--- config.mk ---
export PLATFORM = sky130hd
export DESIGN_NAME = mic_volume_meter
export DESIGN_NICKNAME = d
export VERILOG_FILES = /design/src/rtl/mic_volume_meter_pkg.sv /design/src/rtl/mic_zero_cross.sv /design/src/rtl/mic_volume_meter.sv
export SDC_FILE = /design/constraint.sdc
export NUM_CORES = 1
export LEC_CHECK = 0
export ABC_AREA = 1
export CAP_MARGIN = 10
export CORE_MARGIN = 1
export CORE_UTILIZATION = 28
export CTS_BUF_LIST = sky130_fd_sc_hd__clkbuf_16
export CTS_CLUSTER_SIZE = 20
export DETAILED_ROUTE_END_ITERATION = 7
export PLACE_DENSITY = 0.5
export SLEW_MARGIN = 20
export SYNTH_ARGS = -nofsm -noshare
export SYNTH_HDL_FRONTEND = slang
export SYNTH_HIERARCHICAL = 1
export SYNTH_SLANG_ARGS = --single-unit
--- constraint.sdc ---
create_clock -name clk -period 3.5 [get_ports clk]
set_clock_uncertainty 0.2 [all_clocks]
set_input_delay 0.35 -clock clk [delete_from_list [all_inputs] [get_ports clk]]
set_output_delay 0.35 -clock clk [all_outputs]
set_load 0.03 [all_outputs]
--- src/rtl/mic_volume_meter_pkg.sv ---
// Shared definitions for the mic volume meter slice.
//   MIC_W / MAG_W / LEVEL_W : sample, magnitude and level widths
//   MID_DEFAULT / HYST_DEFAULT : mic DC midpoint and zero-cross hysteresis
//   cross_state_t : hysteresis state of the zero-crossing detector
package mic_volume_meter_pkg;

    localparam int MIC_W        = 12;
    localparam int MAG_W        = 11;
    localparam int LEVEL_W      = 4;
    localparam int MID_DEFAULT  = 2048;
    localparam int HYST_DEFAULT = 64;

    typedef enum logic {
        BELOW = 1'b0,
        ABOVE = 1'b1
    } cross_state_t;

endpackage

--- src/rtl/mic_zero_cross.sv ---
// Hysteresis zero-crossing detector with a saturating rising-crossing counter.
//   clk, rst         : clock, async active-low reset
//   sample_valid     : sample strobe qualifying mic_in
//   mic_in           : unsigned mic sample
//   win_clr          : clears the counter at the window-closing strobe
//   cross_cnt_next   : crossing count including the current sample
module mic_zero_cross
    import mic_volume_meter_pkg::*;
#(
    parameter int MID  = MID_DEFAULT,
    parameter int HYST = HYST_DEFAULT
) (
    input  logic             clk,
    input  logic             rst,
    input  logic             sample_valid,
    input  logic [MIC_W-1:0] mic_in,
    input  logic             win_clr,
    output logic [MIC_W-1:0] cross_cnt_next
);

    // One extra bit so MID+HYST cannot wrap.
    localparam logic [MIC_W:0] HI_TH = (MIC_W+1)'(MID + HYST);
    localparam logic [MIC_W:0] LO_TH = (MIC_W+1)'(MID - HYST);

    cross_state_t     state, state_next;
    logic [MIC_W-1:0] cross_cnt;
    logic             rising;

    always_ff @(posedge clk or negedge rst) begin
        if (!rst) begin
            state     <= BELOW;
            cross_cnt <= '0;
        end else begin
            state     <= state_next;
            cross_cnt <= win_clr ? '0 : cross_cnt_next;
        end
    end

    always_comb begin
        state_next = state;
        rising     = 1'b0;
        if (sample_valid) begin
            unique case (state)
                BELOW: if ({1'b0, mic_in} > HI_TH) begin
                    state_next = ABOVE;
                    rising     = 1'b1;
                end
                ABOVE: if ({1'b0, mic_in} < LO_TH) begin
                    state_next = BELOW;
                end
                default: state_next = BELOW;
            endcase
        end
        cross_cnt_next = (rising && (cross_cnt != '1)) ? cross_cnt + 1'b1 : cross_cnt;
    end

endmodule

--- src/rtl/mic_volume_meter.sv ---
// Windowed peak / volume level / peak-hold / zero-crossing frequency meter.
//   clk, rst          : system clock, async active-low reset
//   sample_valid      : one-cycle strobe, mic_in valid
//   mic_in            : unsigned 12-bit mic sample
//   peak_raw          : max |mic_in-MID| of the last completed window
//   volume_level      : peak_raw[10:7]
//   volume_level_peak : peak-hold level, decays one step per DECAY_WINDOWS
//   freq              : crossings * FREQ_SCALE, saturated at 4095
//   level_valid       : one-cycle pulse when the outputs update
module mic_volume_meter
    import mic_volume_meter_pkg::*;
#(
    parameter int WINDOW        = 2000,
    parameter int MID           = MID_DEFAULT,
    parameter int HYST          = HYST_DEFAULT,
    parameter int DECAY_WINDOWS = 3,
    parameter int FREQ_SCALE    = 10
) (
    input  logic               clk,
    input  logic               rst,
    input  logic               sample_valid,
    input  logic [MIC_W-1:0]   mic_in,
    output logic [MIC_W-1:0]   peak_raw,
    output logic [LEVEL_W-1:0] volume_level,
    output logic [LEVEL_W-1:0] volume_level_peak,
    output logic [MIC_W-1:0]   freq,
    output logic               level_valid
);

    localparam int               CNT_W = $clog2(WINDOW + 1);
    localparam int               DC_W  = $clog2(DECAY_WINDOWS + 1);
    localparam logic [MIC_W-1:0] MID_V = MIC_W'(MID);

    logic [CNT_W-1:0]   sample_cnt;
    logic [MAG_W-1:0]   running_peak;
    logic [DC_W-1:0]    decay_cnt;

    logic [MIC_W-1:0]   diff;
    logic [MAG_W-1:0]   mag;
    logic [MAG_W-1:0]   peak_next;
    logic [LEVEL_W-1:0] new_level;
    logic [MIC_W-1:0]   cross_next;
    logic [31:0]        freq_prod;
    logic [MIC_W-1:0]   freq_sat;
    logic               win_end;

    always_comb begin
        diff      = (mic_in >= MID_V) ? (mic_in - MID_V) : (MID_V - mic_in);
        // Only MID-0 can exceed the 11-bit range.
        mag       = diff[MIC_W-1] ? '1 : diff[MAG_W-1:0];
        peak_next = (mag > running_peak) ? mag : running_peak;
        new_level = peak_next[MAG_W-1 -: LEVEL_W];
        win_end   = sample_valid && (sample_cnt == CNT_W'(WINDOW - 1));
        freq_prod = 32'(cross_next) * 32'(FREQ_SCALE);
        freq_sat  = (freq_prod > 32'd4095) ? '1 : freq_prod[MIC_W-1:0];
    end

    mic_zero_cross #(
        .MID  (MID),
        .HYST (HYST)
    ) u_zero_cross (
        .clk            (clk),
        .rst            (rst),
        .sample_valid   (sample_valid),
        .mic_in         (mic_in),
        .win_clr        (win_end),
        .cross_cnt_next (cross_next)
    );

    always_ff @(posedge clk or negedge rst) begin
        if (!rst) begin
            sample_cnt        <= '0;
            running_peak      <= '0;
            decay_cnt         <= '0;
            peak_raw          <= '0;
            volume_level      <= '0;
            volume_level_peak <= '0;
            freq              <= '0;
            level_valid       <= 1'b0;
        end else begin
            level_valid <= 1'b0;
            if (win_end) begin
                sample_cnt   <= '0;
                running_peak <= '0;
                peak_raw     <= {1'b0, peak_next};
                volume_level <= new_level;
                freq         <= freq_sat;
                level_valid  <= 1'b1;
                if (new_level >= volume_level_peak) begin
                    volume_level_peak <= new_level;
                    decay_cnt         <= '0;
                end else if (decay_cnt == DC_W'(DECAY_WINDOWS - 1)) begin
                    if (volume_level_peak != '0)
                        volume_level_peak <= volume_level_peak - 1'b1;
                    decay_cnt <= '0;
                end else begin
                    decay_cnt <= decay_cnt + 1'b1;
                end
            end else if (sample_valid) begin
                sample_cnt   <= sample_cnt + 1'b1;
                running_peak <= peak_next;
            end
        end
    end

endmodule

==> results.yml <==
cells_and_area:
  stdcell_count: 1107
  layout-drive-gt1-share: 0.359
  antenna_cells: 0
  area_growth_pct: 53.2
  fillers: 1723
  multi_input_area_um2: 3400
  design_area_um2: 7530
  seqCellArea_um2: 1630
  layout_common_cells: "nand2_1 (174), buf_4 (138), inv_1 (91)"
  post-route-util: 0.437
  layout_commonest_cell: "nand2_1"
  final_nets: 933
clocking:
  cts_buffers: 9
  cts_tree: "yes"
  clk_latency_ps: 340
  clk_pin_slew_ps: 60
  h-tree-depth: 3
  ctsRootBufferMaster: "clkbuf_16"
  cts_buffer_depth: 2
  cts_sinks: 65
timing:
  hold_viol: 0
  slew_viol_final: 0
  fin_crit_ps: 3420
  tightest_slew_ps: 653
  setup-tns-final_ps: 0
  setup_viol: 0
  timing.fmax_ghz: 0.293
  slew_headroom: 0.564
  hold_slack_ps: 176
  worst_slack_ps: 84.5
  post-route-period-util: 0.976
pwr:
  leakage_nw: 3.81
  power_mw: 4.21
  power.density_nw_per_um2: 559
  irDropWorstVdd_mv: 0.345
place:
  dpl.hpwl_mm: 9.57
  post-place-ws_ps: -676
  dp.cells: 1059
  postPlaceCellArea_um2: 6410
  port_buffers: 46
  place.gp.congestion: 0.798
critical_path:
  cp.depth: 27
  critPathKind: "primary input to flop"
  end_kind: "flop"
  crit_start: "mic_in[0]"
  crit_family: "buffers and inverters"
  critPathMaxStageDelay_ps: 250
  r2r_cells: 19
  crit_required_ps: 3580
  crit_fanout: 5
  r2r_start: "u_zero_cross/cross_cnt[1]"
  crit_top_cell: "buf_4"
  cp.arrival_ps: 3490
  slowest_stage: "dlygate4sd2_1"
  critPathBufInv: 19
  start_kind: "primary input"
synth:
  async_flop_share: 1.00
  synthFlopType: "dfrtp_1"
  synth_edf_count: 0
  synth_seq_cells: 65
  synthesis.area_um2: 4920
  syn-instance-count: 691
  yosysTopAreaCell: "dfrtp_1"
  yosysWarnings: 6
  synth.distinct_cells: 42
  synth.yosys.seq_area_share: 0.331
  synth_area_leaders: "dfrtp_1 (33%), nand2_1 (15%), ha_1 (10%)"
  yosysTopAreaCellShare: 0.331
  syn_avg_cell_area_um2: 7.12
  synth_nets: 747
grt:
  grt_max_degree: 42
  grt_first_pass_wirelength_mm: 21.9
  antenna_found_initial: 0
  grt-ovfl-total: 0
  grt_pass1_vias: 4730
  track_usage: 0.153
detailed_routing:
  drc: 0
  wl_met3_um: 312
  ant_nets: 0
  via_per_inst: 4.47
  drt_first_pass_iters: 4
  num_vias: 4951
  drtIter0Drc: 196
  dr_wl_met2_mm: 6.89
  wl_per_cell_um: 12.3
  wl_met1_mm: 6.12
  wl_mm: 13.6
  top_layer_used: "met4"
floorplanning:
  die_x_um: 135
  dieArea_um2: 18100
  start_util: 0.285
  die_h_um: 135
  num_rows: 48
  core_um2: 17200
  ioPinCount: 48
run:
  drv_cap: 0
worst_hold_path:
  hp-class: "primary input to asynchronous set/reset pin"
outcome:
  outcome: "finished, final reports clean"
## flip-flops by register name, indices dropped and copies added, names as in the netlist
name and flops:
freq 12, u_zero_cross/cross_cnt 12, running_peak 11, sample_cnt 11, peak_raw 7, volume_level 4
volume_level_peak 4, decay_cnt 2, level_valid 1, u_zero_cross/state 1
## cell families after synthesis
logic type	share of synthesized area
flops	0.331
compound gates	0.0878
simple gates	0.342
other cells	0.000762
buf+inv	0.106
xor+xnor	0.0267
fa+ha+maj	0.106
## Yosys cell counts, types with 2 or more instances
cell / count
clkbuf_1: 2
o22ai_1: 5
buf_6: 3
ha_1: 40
xor2_1: 8
nor2_1: 56
nor3_2: 2
inv_2: 2
nand2_1: 199
a21oi_1: 27
buf_4: 8
a21oi_2: 5
o21ai_1: 7
buf_2: 4
nor2_4: 3
nand3_1: 54
nand3b_1: 8
nor2_2: 6
nand3_2: 4
or2_2: 11
nand2_2: 10
xnor2_1: 7
nand4_1: 11
inv_1: 105
dfrtp_1: 65
o21ai_0: 20
o21a_1: 2
o211ai_1: 3
## worst register-to-register path: stages, from the launching register on
cell and delay, ps:
dfrtp_1 390, ha_4 170, nand2_4 70, nor2_8 110, nand3_4 100, buf_4 170
nand4_1 100, nand2_1 170, ha_1 240, ha_2 180, fa_2 340, buf_4 160
nand3_1 100, nand3_1 80, nand2_1 110, nand2_4 90, nor2_4 200, nand3_1 90
nand2_1 70, inv_1 30
## path summary, 6_finish.rpt
path | endpoint | slack, ps
worst max-delay path | peak_raw[5] | 80
worst min-delay path | running_peak[10] | 180
worst max register to register | freq[7] | 230
worst min register to register | peak_raw[5] | 270
max in group asynchronous | freq[11] | 2130
min in group clk | u_zero_cross/state | 210
## report_power, final
group	switching (mW)	internal [mW]
clock	0.351	0.549
combinational	1.20	1.10
sequential	0.114	0.896
total	1.66	2.55
## layout make-up
type,count,share of cell area
multi-input combinational,504,0.451
sequential,65,0.216
timing repair buffer,190,0.202
inverter,107,0.0540
tap,225,0.0374
clock buffer,9,0.0299
clock inverter,7,0.00947
## metal layers
metal	track usage	vias to the layer above
met5	0	-
met4	0.0375	0
met3	0.0368	18
met2	0.275	54
met1	0.182	2303
li1	-	2576
## what timing repair did
action | 4_1_cts | 5_1_grt
endpoints found under the setup margin | 18 | 20
resized for setup | 58 | 105
hold buffers | 1 | 0
cloned | 2 | 0
setup buffers | 19 | 10
hold endpoints to repair | 24 | 0
pin swaps | 32 | 38
Note: power is estimated with default switching activity, not from simulation.
